### src/rtl/slicem_srl.sv
// slicem_srl: memory slice of NUM_LUTS dual-output LUTs, each configured as ROM, RAM or SRL.
// Latency: out/wide_out/srl_q are combinational from storage; config, writes and shifts show next cycle; sync_out lags out by one.
// Backpressure: none; cen/write_en/shift_en/reg_ce act in the cycle they are sampled.
//
// Ports:
//   clk, rst          single clock for config, memory and registers; synchronous active-high reset
//   cen, config_in    serial config shift (first bit in lands at the MSB); config_out = chain MSB
//   luts_in           per-LUT {addrB, addrA}, LUT i at [2K*i +: 2K]
//   higher_order_addr LUT select for RAM writes and wide_out
//   data_in           RAM write data / SRL serial input
//   write_en, write_lut_select  RAM write strobe and half select (addrA addresses both halves)
//   shift_en          SRL shift strobe
//   reg_ce            sync_out capture enable
//   out, wide_out     async reads; wide_out = out[2*higher_order_addr]
//   srl_q             top bit of the last LUT's shift vector
//   sync_out          registered copy of out
//
// Optional feature: define SLICEM_SRL_CASCADE_EN to chain each SRL LUT into the next one
// when both are in SRL mode. Without it every SRL LUT shifts data_in and srl_q is 0.

module slicem_srl #(
  parameter int S_XX_BASE = 4,
  parameter int NUM_LUTS  = 4,
  parameter int MUX_LVLS  = $clog2(NUM_LUTS),
  parameter int LUT_W     = 2*2**S_XX_BASE+2,
  parameter int CFG_LEN   = NUM_LUTS*LUT_W
) (
  input  logic                            clk,
  input  logic                            rst,
  input  logic                            cen,
  input  logic                            config_in,
  output logic                            config_out,
  input  logic [2*S_XX_BASE*NUM_LUTS-1:0] luts_in,
  input  logic [MUX_LVLS-1:0]             higher_order_addr,
  input  logic                            data_in,
  input  logic                            write_en,
  input  logic                            write_lut_select,
  input  logic                            shift_en,
  input  logic                            reg_ce,
  output logic [2*NUM_LUTS-1:0]           out,
  output logic                            wide_out,
  output logic                            srl_q,
  output logic [2*NUM_LUTS-1:0]           sync_out
);

  localparam int K    = S_XX_BASE;
  localparam int HALF = 2**K;
  localparam int VEC  = 2*HALF;

  localparam logic [1:0] MODE_RAM = 2'b01;
  localparam logic [1:0] MODE_SRL = 2'b10;

  logic [CFG_LEN-1:0]  chain;
  logic [CFG_LEN-1:0]  chain_nxt;
  logic [1:0]          mode   [NUM_LUTS];
  logic [VEC-1:0]      vec    [NUM_LUTS];
  logic [K-1:0]        addr_a [NUM_LUTS];
  logic [K-1:0]        addr_b [NUM_LUTS];
  logic [NUM_LUTS-1:0] cin;
  logic [VEC-1:0]      vec_nxt;

  // Per-LUT views of the config chain. half0 is the low half of vec, so
  // half0[a] = vec[{0,a}] and half1[b] = vec[{1,b}].
  for (genvar g = 0; g < NUM_LUTS; g++) begin : g_lut
    assign mode[g]    = chain[g*LUT_W +: 2];
    assign vec[g]     = chain[g*LUT_W+2 +: VEC];
    assign addr_a[g]  = luts_in[2*K*g +: K];
    assign addr_b[g]  = luts_in[2*K*g+K +: K];
    assign out[2*g]   = vec[g][{1'b0, addr_a[g]}];
    assign out[2*g+1] = vec[g][{1'b1, addr_b[g]}];

    if (g == 0) begin : g_cin_first
      assign cin[g] = data_in;
    end else begin : g_cin_rest
`ifdef SLICEM_SRL_CASCADE_EN
      // Cascade only when the lower neighbour is also a shift register.
      assign cin[g] = (mode[g-1] == MODE_SRL) ? vec[g-1][VEC-1] : data_in;
`else
      assign cin[g] = data_in;
`endif
    end
  end

  assign config_out = chain[CFG_LEN-1];
  assign wide_out   = out[{higher_order_addr, 1'b0}];

`ifdef SLICEM_SRL_CASCADE_EN
  assign srl_q = vec[NUM_LUTS-1][VEC-1];
`else
  assign srl_q = 1'b0;
`endif

  // Config shifting masks writes and shifts. Otherwise each LUT updates from
  // pre-shift values; a LUT is in exactly one mode, so a write and a shift
  // never touch the same LUT.
  always_comb begin
    chain_nxt = chain;
    vec_nxt   = '0;
    if (cen) begin
      chain_nxt = {chain[CFG_LEN-2:0], config_in};
    end else begin
      for (int i = 0; i < NUM_LUTS; i++) begin
        vec_nxt = vec[i];
        if (shift_en && mode[i] == MODE_SRL) begin
          vec_nxt = {vec[i][VEC-2:0], cin[i]};
        end
        if (write_en && mode[i] == MODE_RAM && higher_order_addr == MUX_LVLS'(i)) begin
          vec_nxt[{write_lut_select, addr_a[i]}] = data_in;
        end
        chain_nxt[i*LUT_W+2 +: VEC] = vec_nxt;
      end
    end
  end

  always_ff @(posedge clk) begin
    if (rst) begin
      chain    <= '0;
      sync_out <= '0;
    end else begin
      chain <= chain_nxt;
      if (reg_ce) begin
        sync_out <= out;
      end
    end
  end

endmodule

### config.mk
export PLATFORM = sky130hd
export DESIGN_NAME = slicem_srl
export DESIGN_NICKNAME = d
export VERILOG_FILES = /design/src/rtl/slicem_srl.sv
export SDC_FILE = /design/constraint.sdc
export NUM_CORES = 1
export LEC_CHECK = 0
export ABC_AREA = 1
export CORE_ASPECT_RATIO = 1.5
export CORE_UTILIZATION = 40
export CTS_BUF_LIST = sky130_fd_sc_hd__clkbuf_4 sky130_fd_sc_hd__clkbuf_8
export DETAILED_ROUTE_END_ITERATION = 8
export GPL_TIMING_DRIVEN = 0
export PLACE_DENSITY = 0.69
export SYNTH_ARGS = -nofsm -noshare
export SYNTH_HDL_FRONTEND = slang
export SYNTH_SLANG_ARGS = --single-unit
### constraint.sdc
create_clock -name clk -period 1.9 [get_ports clk]
set_clock_uncertainty 0.15 [all_clocks]
set_input_delay 0.475 -clock clk [delete_from_list [all_inputs] [get_ports clk]]
set_output_delay 0.475 -clock clk [all_outputs]
set_load 0.02 [all_outputs]
==> results of run 1 <==
[worst min-delay path by stage]
stage | slack [ns] | start | end
after detailed placement | 0.35 | chain[104] | chain[104]
after CTS | 0.33 | luts_in[18] | chain[87]
after floorplan | 0.32 | chain[104] | chain[104]
after global routing | 0.30 | data_in | chain[70]
final | 0.29 | data_in | chain[104]
after global placement | 0.34 | chain[104] | chain[104]
[flip-flops by register name, summed over array words and instances, names as in the netlist]
name      count
chain       136
sync_out      8
[placed cells by master, fill, tap and decap left out, drive strengths merged, types with 2 or more instances in the layout]
master / instances
nand2: 526
inv: 297
o21ai: 295
a21oi: 268
dfxtp: 144
clkbuf: 95
buf: 86
nand3: 57
nor2: 49
nor3: 32
o211ai: 18
dlygate4sd2: 18
clkdlybuf4s50: 6
clkinvlp: 5
clkdlybuf4s15: 5
nand3b: 4
a31oi: 4
clkinv: 4
bufinv: 3
dlymetal6s2s: 2
[kinds of logic (layout without fill, tap and decap cells)]
| family | count (synthesis) | after routing |
|---|---|---|
| AND/OR/NAND/NOR | 668 | 668 |
| flip-flops | 144 | 144 |
| other | 1 | 1 |
| AO/OA/AOI/OAI | 585 | 585 |
| buffers and inverters | 396 | 521 |
[cell type report]
type	instances	share of cell area [%]
timing repair buffer	93	6.48
tap	328	3.34
clock inverter	12	1.30
sequential	144	24.2
inverter	297	9.13
clock buffer	20	2.14
multi-input combinational	1254	49.5
buffer	99	3.93
[metrics by stage]
| stage | instance area [um^2] | util, % | setup WS, ns | hold WS (ns) |
|---|---|---|---|---|
| 5_1_grt | 12300 | 49.0 | -0.522 | 0.303 |
| 3_3_place_gp | 11200 | 44.8 | -1.47 | 0.343 |
| 6_report | 12300 | 49.0 | -0.411 | 0.293 |
| 2_1_floorplan | 10300 | - | -0.0313 | 0.323 |
| 4_1_cts | 11900 | 47.6 | -0.445 | 0.326 |
| 3_5_place_dp | 11200 | 44.8 | -1.43 | 0.349 |
[worst register-to-register path: stages (launching register included)]
cell and delay, ns:
dfxtp_1 0.31, inv_1 0.08, nor2_2 0.14, nand3_4 0.17, nor2_4 0.28, buf_4 0.18, nand2_1 0.07, a21oi_1 0.15
o21ai_1 0.08, nand2_1 0.06, inv_1 0.04
[metal layers]
| metal | part of all wire [%] | up-vias | wire length, um |
|---|---|---|---|
| li1 | - | 6002 | - |
| met1 | 42 | 5422 | 13300 |
| met2 | 50 | 367 | 15900 |
| met3 | 4.8 | 82 | 1520 |
| met4 | 4.0 | 0 | 1290 |
| met5 | 0 | - | 0 |
[power groups by stage]
| stage | combinational [mW] | clock [mW] | sequential [mW] |
|---|---|---|---|
| 2_1_floorplan | 1.18 | 0 | 3.41 |
| 3_5_place_dp | 1.70 | 0 | 3.44 |
| 4_1_cts | 1.80 | 2.78 | 3.38 |
| 3_3_place_gp | 1.67 | 0 | 3.43 |
| 5_1_grt | 2.11 | 2.88 | 3.42 |
| 6_report | 1.87 | 2.72 | 3.40 |
[repair_timing]
action	in CTS	in global routing
resized for setup	249	125
setup buffers	26	21
pin swaps	37	53
setup endpoints to repair	143	54
endpoints found under the hold margin	0	0
==> metrics, run 1 <==
Synth Area in XOR/XNOR 0%; final setup violation count 9; critical path's top delay family simple AND/OR/NAND/NOR gates; sequential element share of the synthesized area 28.2%; Remaining Overflow, GRT 0; Die H 198 um; crit start category flip-flop; post-synthesis simple-gate area fraction 27.8%; post-detailed-route wirelength per cell 14.2 um; Cell Rows 71; Clk Latency, worst-skew pair 0.48 ns; synthesized area 10200 um^2; number of enable flip-flop cells after synthesis 0; CTS Buffer Depth 2; fillcell total 2665; reg2reg path depth 10; cell taking the most area after synthesis dfxtp_1; CP max-delay cell dfxtp_1; crit path DAT 1.69 ns; met2 usage 43.5%; initial core utilization 40.8%; Psw 2.68 mW; largest net degree at the start of global routing 17; Finished Layout Cells 2247; Area contributors post-synth dfxtp_1 (28%), nand2_1 (19%), a21oi_1 (13%); Critical Path Stages 11; violations in the final reports setup timing; Worst Hold Path Cells 3; CP endpoint wide_out; internal power 5.32 mW; FFs w/ async S/R, synth 0%; Clock Sinks 144; clock-pin slew on the worst setup and hold paths 0.09 ns; maxcap violations 0; HPWL Detailed 22.7 mm; worst path required time 1.27 ns; Antenna diodes 0; Critical Path Sink Type output port; Clock power frac 34.0%; Multi-input gate area 6080 um^2; Yosys cell types 24; Power Density 651 nW/um^2; logic gate share of total power 23.4%; share of the synthesized area in the top cell type 28.2%; mean area per synthesized cell 5.70 um^2; Yosys reg bits 144; P_leak 5.58 nW; register area 2970 um^2; Core Region 25100 um^2; final hold vios 0; Top Usage Layer GRT met2; RR Endpoint chain[44]; Cells after DPL 2175; DRC marker count from the first detailed-route iteration 801; Routed WL 32.0 mm; # IOs 62; # DRC 0; IO buf count 53; CP peak stage delay 0.37 ns; area share of fa/ha/maj cells after synthesis 0%; TritonCTS clock tree done; pins over their slew limit 0; total power draw 8.00 mW; Antenna Nets Post-Route 0; PnR worst setup slack -0.411 ns; post-route minimum period 2.31 ns; initial antenna violation count 0; worst vdd ir 483 uV; status finished, violations left; critical path type reg2out; Reg power frac 42.5%; final setup TNS -2.28 ns; largest family of logic cells by synthesized area compound AO/OA/AOI/OAI gates; critical path's most frequent cell nand2_1; Root Buffer clkbuf_8; actual slew at the worst max-slew pin 0.636 ns; top-count cell post-synth nand2_1; Inserted Clock Buffers 17; Via density 5.28; crit share post-route 122%; Max-slew headroom 57.6%; r2r startpoint chain[34]; drt first pass iters 7; Buf/Inv on CP 2; GR Util met3 3.12%; Synth warnings 0; All-Layer GR Usage 24.4%; Most used DFF post-synth dfxtp_1; Max Fclk 433 MHz; hold-fix buffers at CTS 0; Die Width 133 um; first-pass GRT wire length 51.9 mm; reg-to-reg setup timing slack 0.11 ns; Vias 11.9k; H-Tree Depth 4; Worst Setup SP chain[43]; met1 usage 28.0%; RSZ-0062 raised after global routing true; number of global-route vias before repair 10.7k; share of cells above drive strength 1 17.9%; Die ar. 26200 um^2; Placer Congestion 0.886; P&R area growth vs syn 20.1%; CP max FO 3; layout net count 1949; synthesized net count 1837; CP cell instances nand2_1 -> o21ai_2 -> nand2_1 -> nand3_1 -> nand3_2 -> nand2_4 -> nand2_2 -> nand2_1 -> inv_1 -> nand2_2 -> buf_6; compound-gate portion of the synthesized area 29.1%; mux cell area share after synthesis 0%; Sw Ratio 33.5%; Hold Path Class in2reg; top post-synthesis cells by count nand2_1 (526), inv_1 (292), a21oi_1 (268); synthesized instance count 1794
No activity file was read; power rests on OpenSTA's default activity.
==> run 2, diff against run 1 <==
--- a/config.mk
+++ b/config.mk
@@ -7,11 +7,13 @@
 export LEC_CHECK = 0
 export ABC_AREA = 1
 export CORE_ASPECT_RATIO = 1.5
+export CORE_MARGIN = 8
 export CORE_UTILIZATION = 40
 export CTS_BUF_LIST = sky130_fd_sc_hd__clkbuf_4 sky130_fd_sc_hd__clkbuf_8
 export DETAILED_ROUTE_END_ITERATION = 8
 export GPL_TIMING_DRIVEN = 0
 export PLACE_DENSITY = 0.69
+export RECOVER_POWER = 50
 export SYNTH_ARGS = -nofsm -noshare
 export SYNTH_HDL_FRONTEND = slang
 export SYNTH_SLANG_ARGS = --single-unit
==> run 2 against run 1 <==
Cell count did not move; largest power group unchanged; combinational power about the same; non-clock buffer count shrank 1; register-to-register slack lost 0.07 ns; core utilization down 0.47 points; the run still ends with setup timing left; critical endpoint unchanged; sequential cell count did not move; die area is 18% higher; clock-buffer cell count is 4 higher; wire length increased by 1.8%.
==> metrics, run 2 (synthesized netlist as in run 1, its figures left out) <==
CP cell instances inv_2 -> o21ai_2 -> nand2_1 -> nand3_1 -> nand3_2 -> nand2_4 -> nand2_1 -> nand2_1 -> inv_1 -> nand2_2 -> buf_6; most frequent cells in the layout nand2_1 (503), a21oi_1 (260), inv_1 (247); P_leak 5.57 nW; Clock Sinks 144; register area 2940 um^2; fillcell total 2664; PnR worst setup slack -0.428 ns; Buf/Inv on CP 3; crit share post-route 123%; Hold Path Origin data_in; TritonCTS clock tree done; Max-slew headroom 56.3%; Via density 5.27; violations in the final reports setup timing; Root Buffer clkbuf_8; Hold Path Class in2reg; Clk Latency, worst-skew pair 0.47 ns; r2r startpoint chain[0]; DP Area 11200 um^2; Inserted Clock Buffers 17; crit path DAT 1.70 ns; reg-to-reg setup timing slack 0.04 ns; # IOs 62; initial core utilization 40.7%; CTS Buffer Depth 2; Die Width 147 um; maxcap violations 0; top flop regs chain: 136 flops, sync_out: 8 flops; Placer Congestion 0.912; # DRC 0; RR Endpoint chain[23]; critical path's top delay family simple AND/OR/NAND/NOR gates; total power draw 8.05 mW; Most flops, register chain; CP peak stage delay 0.34 ns; layout net count 1948; largest net degree at the start of global routing 17; number of global-route vias before repair 11.0k; Cell Rows 71; final hold vios 0; critical path type reg2out; Critical Path Sink Type output port; crit start category flip-flop; Die H 212 um; Power Density 659 nW/um^2; CP max FO 3; final setup violation count 18; commonest non-fill, non-tap cell in the layout nand2_1; Routed WL 32.6 mm; actual slew at the worst max-slew pin 0.650 ns; Antenna Nets Post-Route 0; Critical Path Stages 11; worst path required time 1.27 ns; post-detailed-route wirelength per cell 14.5 um; share of cells above drive strength 1 16.7%; Core Region 25100 um^2; IO buf count 53; reg2reg path depth 10; All-Layer GR Usage 20.6%; post-route minimum period 2.33 ns; CP endpoint wide_out; drt first pass iters 5; Remaining Overflow, GRT 0; Multi-input gate area 6030 um^2; Max Fclk 430 MHz; worst vdd ir 418 uV; DRC marker count from the first detailed-route iteration 892; critical path's most frequent cell nand2_1; CP max-delay cell dfxtp_2; Die ar. 31000 um^2; Vias 11.8k; pins over their slew limit 0; first-pass GRT wire length 53.0 mm; HPWL Detailed 23.1 mm; P&R area growth vs syn 19.4%; design area 12200 um^2; RSZ-0062 raised after global routing true; Worst Setup SP chain[38]; initial antenna violation count 1; status finished, violations left; clock-pin slew on the worst setup and hold paths 0.09 ns; H-Tree Depth 4; Largest register FFs 136
run 2: area by class of cell:
type | count | share of cell area [%]
diodes | 1 | 0.0205
plain buffers | 99 | 3.97
clock buffers | 24 | 2.65
clock inverters | 8 | 1.01
inverters | 297 | 9.18
multi-input cells | 1254 | 49.4
flip-flops and latches | 144 | 24.1
well taps | 328 | 3.36
repair buffers | 92 | 6.27
run 2: worst min path at each step:
stage            endpoint  slack, ns  cells past startpoint
2_1_floorplan  chain[104]       0.32                      2
3_5_place_dp   chain[104]       0.35                      2
3_3_place_gp   chain[104]       0.34                      2
6_report        chain[36]       0.33                      3
5_1_grt         chain[70]       0.33                      3
4_1_cts         chain[78]       0.34                      6
run 2: metal layers:
metal	wire length, um	track usage (%)	vias up	share of wire, %
met5	0	0	-	0
met4	1280	11.9	0	3.9
met3	1620	3.23	79	5.0
met2	16100	36.4	337	50
met1	13500	23.2	5429	42
li1	-	-	5997	-
run 2: power by group:
part	internal (mW)	leakage, nW	total [mW]	switching (mW)
Combinational	0.700	4.14	1.86	1.16
Clock	1.53	0.225	2.79	1.27
Sequential	3.24	1.21	3.39	0.158
run 2: through the flow:
stage / hold WS (ns) / TNS (ns) / utilization, % / setup slack [ns] / std cells
6_report: 0.326 / -3.07 / 48.6 / -0.428 / 2247
5_1_grt: 0.332 / -7.24 / 48.6 / -0.534 / 2247
4_1_cts: 0.341 / -2.40 / 47.7 / -0.441 / 2235
3_5_place_dp: 0.351 / -108.27 / 44.6 / -1.44 / 2175
3_3_place_gp: 0.344 / -104.93 / 44.6 / -1.44 / 2175
2_1_floorplan: 0.323 / -0.0313 / - / -0.0313 / 1794
run 2: repair_timing:
action | in CTS | in global routing
pin swaps | 37 | 46
cloned | 2 | 0
setup endpoints to repair | 143 | 119
hold buffers | 0 | 0
gates resized for setup | 250 | 110
setup buffers | 26 | 18
run 2: tightest hold or removal path, cell delays in order:
cell            delay (ns)
dlymetal6s2s_1        0.25
nand2_1               0.12
a31oi_1               0.06
==> run 3, diff against run 2 <==
--- a/config.mk
+++ b/config.mk
@@ -9,7 +9,8 @@
 export CORE_ASPECT_RATIO = 1.5
 export CORE_MARGIN = 8
 export CORE_UTILIZATION = 40
-export CTS_BUF_LIST = sky130_fd_sc_hd__clkbuf_4 sky130_fd_sc_hd__clkbuf_8
+export CTS_BUF_LIST = sky130_fd_sc_hd__clkbuf_4
+export CTS_CLUSTER_SIZE = 16
 export DETAILED_ROUTE_END_ITERATION = 8
 export GPL_TIMING_DRIVEN = 0
 export PLACE_DENSITY = 0.69
==> run 3 against run 2 <==
The flow still finishes with violations (setup timing); sequential share of layout area grew 0.56 points; die area is the same; first-iteration DRC count shrank 12%; register-to-register slack gained 0.04 ns; power shrank 8.6%; clock power shrank 25%; cell count shrank 0.40%; via count shrank 0.51%; cell area shrank 1.6%; sequential power is essentially flat.
==> metrics, run 3 (synthesized netlist as in run 1, its figures left out) <==
Clock power frac 28.5%; post-route minimum period 2.47 ns; Power Density 612 nW/um^2; All-Layer GR Usage 20.5%; CTS Buffer Depth 2; design area 12000 um^2; RSZ-0062 raised after global routing true; fin util 47.8%; IO buf count 53; Hold Path Class in2reg; Remaining Overflow, GRT 0; Max-slew headroom 46.7%; clock-pin slew on the worst setup and hold paths 0.13 ns; reg2reg path depth 9; worst vdd ir 370 uV; Largest register FFs 136; most frequent cells in the layout nand2_1 (516), a21oi_1 (261), inv_1 (251); Die ar. 31000 um^2; Core Region 25100 um^2; Root Buffer clkbuf_4; Placer Congestion 0.912; Cell Rows 71; post-detailed-route wirelength per cell 14.4 um; Min-Delay Endpoint chain[78]; crit share post-route 130%; # IOs 62; Critical Path Sink Type output port; crit start category flip-flop; Clock Sinks 144; Die Width 147 um; status finished, violations left; crit path DAT 1.84 ns; CP max FO 3; internal power 4.84 mW; Via density 5.26; commonest non-fill, non-tap cell in the layout nand2_1; hold-fix buffers at CTS 0; Sw Ratio 34.2%; HPWL Detailed 23.1 mm; critical path type reg2out; RR Endpoint chain[57]; Most flops, register chain; first-pass GRT wire length 53.0 mm; layout net count 1939; Routed WL 32.1 mm; share of cells above drive strength 1 15.6%; violations in the final reports setup timing; Vias 11.8k; logic gate share of total power 25.3%; Hold Path Origin luts_in[18]; maxcap violations 0; reg-to-reg setup timing slack 0.08 ns; actual slew at the worst max-slew pin 0.800 ns; Psw 2.52 mW; total power draw 7.36 mW; P_leak 5.41 nW; initial core utilization 40.7%; Worst Setup SP chain[82]; drt first pass iters 5; DRC marker count from the first detailed-route iteration 786; pins over their slew limit 0; PnR worst setup slack -0.568 ns; Die H 212 um; Worst Hold Path Cells 6; worst path required time 1.27 ns; DP Area 11200 um^2; P&R area growth vs syn 17.5%; r2r startpoint chain[34]; TritonCTS clock tree done; H-Tree Depth 4; Inserted Clock Buffers 17; # DRC 0; Antenna Nets Post-Route 0; initial antenna violation count 2; Clk Latency, worst-skew pair 0.59 ns; number of global-route vias before repair 11.0k; largest net degree at the start of global routing 17; final setup violation count 10; Max Fclk 405 MHz; final hold vios 0; top flop regs chain: 136 flops, sync_out: 8 flops; Reg power frac 46.2%
run 3: metrics by stage:
| step | setup TNS (ns) | cells | hold WS, ns | worst slack, ns |
|---|---|---|---|---|
| CTS | -3.79 | 2236 | 0.204 | -0.573 |
| global placement | -104.93 | 2175 | 0.344 | -1.44 |
| global route | -7.61 | 2238 | 0.238 | -0.687 |
| finish | -3.72 | 2238 | 0.216 | -0.568 |
| floorplan | -0.0313 | 1794 | 0.323 | -0.0313 |
| detailed placement | -108.27 | 2175 | 0.351 | -1.44 |
run 3: area by class of cell:
cell class | count | area, um^2
antenna | 1 | 2.50
buffer | 98 | 444
clock buffer | 18 | 135
clock inverter | 14 | 146
fill | 2694 | 13100
inverter | 297 | 1120
multi-input combinational | 1254 | 6040
sequential | 144 | 2970
tap | 328 | 410
timing repair buffer | 84 | 747
run 3: layer usage:
layer  global-route usage (%)  up-vias  wire length [um]
met1                     23.1     5338             13200
li1                         -     5987                 -
met2                     36.7      356             15700
met5                        0        -                11
met4                     10.5        2              1520
met3                     3.16       99              1750
run 3: critical path, stage by stage, from the launching register on:
cell and delay [ns]:
dfxtp_2 0.36, inv_2 0.04, o21ai_2 0.12, nand2_1 0.07
nand3_1 0.07, nand3_1 0.08, nand2_2 0.14, nand2_1 0.08
nand2_1 0.07, inv_1 0.05, nand2_2 0.07, buf_6 0.11
run 3: worst max path at each step:
stage	endpoint	slack, ns	cells past startpoint
2_1_floorplan	wide_out	-0.03	11
3_3_place_gp	wide_out	-1.44	13
3_5_place_dp	wide_out	-1.44	13
4_1_cts	wide_out	-0.57	11
5_1_grt	wide_out	-0.69	11
6_report	wide_out	-0.57	11
run 3: what timing repair did:
action | CTS | global route
setup endpoints to repair | 87 | 139
hold endpoints to repair | 0 | 0
resized for setup | 227 | 97
pin swaps | 42 | 37
setup buffers | 30 | 12
run 3: power groups by stage:
stage,Sequential (mW),Combinational [mW],Clock [mW]
6_report,3.40,1.86,2.10
4_1_cts,3.39,1.80,2.15
3_3_place_gp,3.43,1.68,0
5_1_grt,3.42,2.10,2.26
2_1_floorplan,3.41,1.18,0
3_5_place_dp,3.44,1.71,0
